[config.mk]
export PLATFORM = sky130hd
export DESIGN_NAME = noc_traffic_gen
export DESIGN_NICKNAME = d
export VERILOG_FILES = /design/src/rtl/noc_traffic_gen.sv
export SDC_FILE = /design/constraint.sdc
export NUM_CORES = 1
export LEC_CHECK = 0
export CAP_MARGIN = 10
export CORE_ASPECT_RATIO = 0.5
export CORE_MARGIN = 2
export CORE_UTILIZATION = 46
export DETAILED_ROUTE_END_ITERATION = 12
export GPL_TIMING_DRIVEN = 1
export MAX_ROUTING_LAYER = met4
export PLACE_DENSITY_LB_ADDON = 0.15
export SETUP_SLACK_MARGIN = 0.2
export SKIP_LAST_GASP = 1
export SLEW_MARGIN = 20
export SYNTH_ARGS = -nofsm -noshare
export SYNTH_HDL_FRONTEND = slang
export SYNTH_SLANG_ARGS = --single-unit
[constraint.sdc]
create_clock -name clk -period 3.3 [get_ports clk]
set_input_delay 0.66 -clock clk [delete_from_list [all_inputs] [get_ports clk]]
set_output_delay 0.66 -clock clk [all_outputs]
set_load 0.005 [all_outputs]
[src/rtl/noc_traffic_gen.sv]
// Synthetic per-node traffic source driving one NoC router injection port.
module noc_traffic_gen #(
    parameter int unsigned ID        = 0,
    parameter int unsigned NODES     = 4,
    parameter int unsigned ID_W      = 2,
    parameter int unsigned DATA_W    = 16,
    parameter logic [15:0] LFSR_SEED = 16'hACE1
) (
    input  logic              clk,
    input  logic              reset,
    input  logic              start,
    input  logic              enable,
    input  logic [1:0]        mode,
    input  logic [ID_W-1:0]   fixed_dest,
    input  logic [15:0]       pkt_limit,
    input  logic [7:0]        gap,
    input  logic              full,
    input  logic              almost_full,
    output logic [DATA_W-1:0] dataOut,
    output logic              write,
    output logic              busy,
    output logic              done,
    output logic [15:0]       sent_count
);

    localparam int unsigned    SEQ_W     = DATA_W - 2 * ID_W - 1;
    localparam logic [ID_W-1:0] MY_ID    = ID_W'(ID);
    localparam logic [ID_W-1:0] RR_INIT  = ID_W'((ID + 1) % NODES);
    localparam logic [15:0]    LFSR_INIT = LFSR_SEED ^ 16'(ID);
    localparam logic [15:0]    LFSR_TAPS = 16'hB400;

    typedef enum logic [1:0] {IDLE, RUN, GAP, DONE} state_t;

    // Increment a node index modulo NODES.
    function automatic logic [ID_W-1:0] inc_mod(input logic [ID_W-1:0] x);
        logic [ID_W:0] t;
        t = {1'b0, x} + (ID_W+1)'(1);
        if (t >= (ID_W+1)'(NODES)) t = '0;
        return t[ID_W-1:0];
    endfunction

    // Next round-robin destination, skipping this node.
    function automatic logic [ID_W-1:0] rr_step(input logic [ID_W-1:0] x);
        logic [ID_W-1:0] n;
        n = inc_mod(x);
        if (n == MY_ID) n = inc_mod(n);
        return n;
    endfunction

    // Fold LFSR low bits into a legal destination other than this node.
    function automatic logic [ID_W-1:0] lfsr_dest(input logic [15:0] l);
        logic [ID_W:0]   v;
        logic [ID_W-1:0] d;
        v = {1'b0, l[ID_W-1:0]};
        if (v >= (ID_W+1)'(NODES)) v = v - (ID_W+1)'(NODES);
        d = v[ID_W-1:0];
        if (d == MY_ID) d = inc_mod(d);
        return d;
    endfunction

    state_t          state, state_nxt;
    logic [1:0]      cfg_mode, cfg_mode_nxt;
    logic [ID_W-1:0] cfg_fixed, cfg_fixed_nxt;
    logic [15:0]     cfg_limit, cfg_limit_nxt;
    logic [7:0]      cfg_gap, cfg_gap_nxt;
    logic [7:0]      gap_cnt, gap_cnt_nxt;
    logic [SEQ_W-1:0] seq, seq_nxt;
    logic [15:0]     lfsr, lfsr_nxt;
    logic [ID_W-1:0] rr_dest, rr_dest_nxt;
    logic [DATA_W-1:0] data_nxt;
    logic            write_nxt, busy_nxt, done_nxt;
    logic [15:0]     sent_nxt;

    logic            stall_c, issue_c, last_c, start_ok_c;
    logic [ID_W-1:0] dest_sel_c;

    // Backpressure accounts for the flit already presented to the router.
    assign stall_c    = (write & almost_full) | (~write & full);
    assign issue_c    = (state == RUN) && enable && !stall_c;
    assign last_c     = (cfg_limit != 16'd0) && (16'(sent_count + 16'd1) == cfg_limit);
    assign start_ok_c = start && ((state == IDLE) || (state == DONE));

    // Destination chosen by the latched mode; mode 3 behaves as fixed.
    always_comb begin
        dest_sel_c = cfg_fixed;
        case (cfg_mode)
            2'd1:    dest_sel_c = rr_dest;
            2'd2:    dest_sel_c = lfsr_dest(lfsr);
            default: dest_sel_c = cfg_fixed;
        endcase
    end

    // State and datapath registers.
    always_ff @(posedge clk) begin
        if (reset) begin
            state      <= IDLE;
            cfg_mode   <= '0;
            cfg_fixed  <= '0;
            cfg_limit  <= '0;
            cfg_gap    <= '0;
            gap_cnt    <= '0;
            seq        <= '0;
            lfsr       <= LFSR_INIT;
            rr_dest    <= RR_INIT;
            dataOut    <= '0;
            write      <= 1'b0;
            busy       <= 1'b0;
            done       <= 1'b0;
            sent_count <= '0;
        end else begin
            state      <= state_nxt;
            cfg_mode   <= cfg_mode_nxt;
            cfg_fixed  <= cfg_fixed_nxt;
            cfg_limit  <= cfg_limit_nxt;
            cfg_gap    <= cfg_gap_nxt;
            gap_cnt    <= gap_cnt_nxt;
            seq        <= seq_nxt;
            lfsr       <= lfsr_nxt;
            rr_dest    <= rr_dest_nxt;
            dataOut    <= data_nxt;
            write      <= write_nxt;
            busy       <= busy_nxt;
            done       <= done_nxt;
            sent_count <= sent_nxt;
        end
    end

    // Next-state logic.
    always_comb begin
        state_nxt = state;
        case (state)
            IDLE, DONE: if (start_ok_c) state_nxt = RUN;
            RUN: begin
                if (issue_c) begin
                    if (last_c)                 state_nxt = DONE;
                    else if (cfg_gap != 8'd0)   state_nxt = GAP;
                    else                        state_nxt = RUN;
                end
            end
            GAP:     if (gap_cnt <= 8'd1) state_nxt = RUN;
            default: state_nxt = IDLE;
        endcase
    end

    // Next values of the registered outputs and datapath.
    always_comb begin
        cfg_mode_nxt  = cfg_mode;
        cfg_fixed_nxt = cfg_fixed;
        cfg_limit_nxt = cfg_limit;
        cfg_gap_nxt   = cfg_gap;
        gap_cnt_nxt   = gap_cnt;
        seq_nxt       = seq;
        lfsr_nxt      = lfsr;
        rr_dest_nxt   = rr_dest;
        data_nxt      = dataOut;
        write_nxt     = 1'b0;
        sent_nxt      = sent_count;

        if (start_ok_c) begin
            cfg_mode_nxt  = mode;
            cfg_fixed_nxt = fixed_dest;
            cfg_limit_nxt = pkt_limit;
            cfg_gap_nxt   = gap;
            sent_nxt      = '0;
            seq_nxt       = '0;
            rr_dest_nxt   = RR_INIT;
        end

        if (issue_c) begin
            write_nxt = 1'b1;
            data_nxt  = {seq, MY_ID, dest_sel_c, 1'b1};
            seq_nxt   = seq + SEQ_W'(1);
            if (sent_count != 16'hFFFF) sent_nxt = sent_count + 16'd1;
            if (cfg_mode == 2'd1) rr_dest_nxt = rr_step(rr_dest);
            if (cfg_mode == 2'd2) lfsr_nxt = (lfsr >> 1) ^ (lfsr[0] ? LFSR_TAPS : 16'h0000);
            gap_cnt_nxt = cfg_gap;
        end

        if (state == GAP) gap_cnt_nxt = gap_cnt - 8'd1;

        busy_nxt = (state_nxt == RUN) || (state_nxt == GAP);
        done_nxt = (state_nxt == DONE);
    end

endmodule

==> results_dict.tcl <==
set metrics [dict create \
    ir_worst_vdd_uv 302.3 \
    min_period_over_period_pct 88.73 \
    reg2reg_depth 10 \
    p_leak_nw 2.216 \
    rsz0062_at_grt "no" \
    gp_congestion 0.8689 \
    fp.dieH_microns 77.32 \
    clk_pin_slew_worst_paths_ns 0.07 \
    rr_endpoint "busy$_SDFF_PP0_" \
    worstPathArrival_ns 3.15 \
    antenna_cells 0 \
    path_class "reg -> reg" \
    hold_depth 2 \
    grt_pass1_vias 4057 \
    ant_nets 0 \
    fill_cells 980 \
    drcViolationCount 0 \
    grt_util_all_layers_pct 22.27 \
    timing.hold.ws_ns 0.4517 \
    final_util_pct 58.22 \
    ff2ff_setup_slack_ns 0.37 \
    die-area_sq_um 11650 \
    grt_overflow 0 \
    antenna_found_initial 0 \
    ys_top_cells_by_count "135 x nand2_1, 100 x dfxtp_1, 81 x a21oi_1" \
    drt-vias-per-instance 5.452 \
    hold_buffers 0 \
    hold_viol 0 \
    grt_max_degree 39 \
    crit_required_ns 3.52 \
    critical-path-slowest-cell "nor4_1" \
    worstReg2RegStart "sent_count[0]$_SDFF_PP0_" \
    start_util_pct 47.81 \
    finalMaxSlewViolations 0 \
    hp-start "lfsr[9]$_SDFFE_PP0P_" \
    relSlewSlack_pct 58.96 \
    p_per_area_nw_per_um2 454.6 \
    port_buffers 66 \
    worstSetupStartpointType "flip-flop" \
    num_vias 4498 \
    syn-cell-area_sq_um 4946 \
    first_iter_violations 256 \
    power.total_mw 2.738 \
    slowest_delay_ns 0.56 \
    max_freq_mhz 341.5 \
    cap_violations 0 \
    dpl.hpwl_mm 8.419 \
    cts_tree "yes" \
    drtPass1Iterations 4 \
    ys_warn_count 0 \
    clk_latency_ns 0.34 \
    cts_buffers 9 \
    skew_ns 0.005295 \
    detail_route.wl_per_cell_microns 14.64 \
    synth.most_common_cell "nand2_1" \
    grt_pass1_wl_mm 20.20 \
    setup_tns_ns 0 \
    async_flop_share_pct 0 \
    coreArea_sq_um 10340 \
    tightest_slew_ns 0.6100 \
    synth-main-ff-cell "dfxtp_1" \
    final_nets 726 \
    pre_cts_ws_ns 0.3915 \
    ys_types 58 \
    hp-class "reg -> reg" \
    path_cells "ha_1, nand3_2, nor2_1, mux2i_1, mux2i_1, nor4_1, nand2_1, a21oi_1, ha_1, nor2b_1" \
    setup_violations 0 \
    cts_buffer_depth 2 \
    yosysSeqAreaShare_pct 40.48 \
    status "complete, no violations" \
    cts.sinks 100 \
    htreeDepth 3 \
    yosys-top-cells-area "dfxtp_1 40%, nand2_1 10%, a21oi_1 8.2%" \
    area_delta_synth_final_pct 21.78 \
    die_w_microns 150.6 \
    drive_above_1_share_pct 7.883 \
    synth_top_area_share_pct 40.48 \
    register_area_sq_um 2002 \
    io_pins 69 \
    ys_seq_elements 100 \
    yosysTopAreaCell "dfxtp_1" \
    synth_edf_count 0 \
    worstHoldEndpoint "lfsr[8]$_SDFFE_PP0P_" \
    row_count 26 \
    syn_inst 633 \
    critPathMaxFanout 9 \
    clock-root-buffer "clkbuf_16" \
    layout_setup_ws_ns 0.3718 \
    multi_input_area_sq_um 2710 \
    period_needed_ns 2.928 \
    cp-end-kind "flip-flop" \
    startpoint "sent_count[0]$_SDFF_PP0_" \
    syn_area_per_cell_sq_um 7.814 \
    postRouteWirelength_mm 12.08 \
]
cells by family (layout without fill, tap and decap cells):
| kind of cell | after synthesis | after routing | share of synthesized area, % |
|---|---|---|---|
| simple gates | 279 | 279 | 27.78 |
| compound gates | 151 | 151 | 18.06 |
| flops | 100 | 100 | 40.48 |
| buf+inv | 60 | 111 | 5.009 |
| fa+ha+maj | 12 | 12 | 3.036 |
| other cells | 1 | 2 | 0.07582 |
| mux | 7 | 7 | 1.493 |
| xor+xnor | 23 | 23 | 4.073 |
registers in the layout, indices dropped and copies added (netlist names):
name,flops
gap_cnt,8
busy,1
cfg_mode,2
cfg_limit,16
done,1
dataOut,14
cfg_fixed,2
seq,11
sent_count,16
state,2
lfsr,16
rr_dest,2
write,1
cfg_gap,8
worst max path at each step:
stage / endpoint / slack [ns] / cells past startpoint
after floorplan: busy$_SDFF_PP0_ / 0.70 / 10
after global placement: busy$_SDFF_PP0_ / 0.42 / 9
after detailed placement: busy$_SDFF_PP0_ / 0.39 / 9
after CTS: busy$_SDFF_PP0_ / 0.38 / 9
after global routing: busy$_SDFF_PP0_ / 0.20 / 10
final: busy$_SDFF_PP0_ / 0.37 / 10
cells in the final DEF, fill, tap and decap left out, types with 10 or more instances in the layout:
| master | n |
|---|---|
| a21oi_1 | 81 |
| and3_1 | 11 |
| buf_4 | 13 |
| clkdlybuf4s50_1 | 65 |
| dfxtp_1 | 100 |
| ha_1 | 12 |
| inv_1 | 16 |
| nand2_1 | 135 |
| nand3_1 | 12 |
| nor2_1 | 53 |
| nor4_1 | 10 |
| o21ai_0 | 26 |
| xnor2_1 | 15 |
layer usage:
metal	up-vias	part of all wire [%]	track usage, %
li1	2279	-	-
met1	2104	51	31.24
met2	107	43	32.36
met3	8	5.2	5.536
met4	0	0.84	4.953
met5	-	0	-
metrics by stage:
step,cell area [sq um],cells
floorplan,4950,634
CTS,6013,825
detailed placement,5690,809
finish,6023,825
global route,6023,825
global placement,5690,809
worst max-delay path: cells and delay by family, from the launching register on:
kind / cells / cell delay (ns)
adder cells (fa/ha/maj): 2 / 0.48
flip-flops: 1 / 0.35
AND/OR/NAND/NOR: 5 / 1.48
multiplexers: 2 / 0.32
AO/OA/AOI/OAI: 1 / 0.19
layout make-up:
type                            instances  share of cell area (%)
Timing Repair Buffer                   79                   12.51
Tap cell                              140                   2.908
Inverter                               16                  0.9971
Clock buffer                           13                   4.653
Sequential cell                       100                   33.24
Clock inverter                          3                  0.7063
Multi-Input combinational cell        474                   44.99
where the power goes:
group	internal, mW	switching (mW)	total [mW]
Clock	0.669	0.447	1.12
Combinational	0.141	0.194	0.335
Sequential	1.25	0.0398	1.29
Total	2.06	0.681	2.74
repair_timing:
action | 4_1_cts | 5_1_grt
gates resized for setup | 0 | 2
setup endpoints to repair | 0 | 2
buffers inserted | 0 | 0
Power figures use the tool's default switching activity.
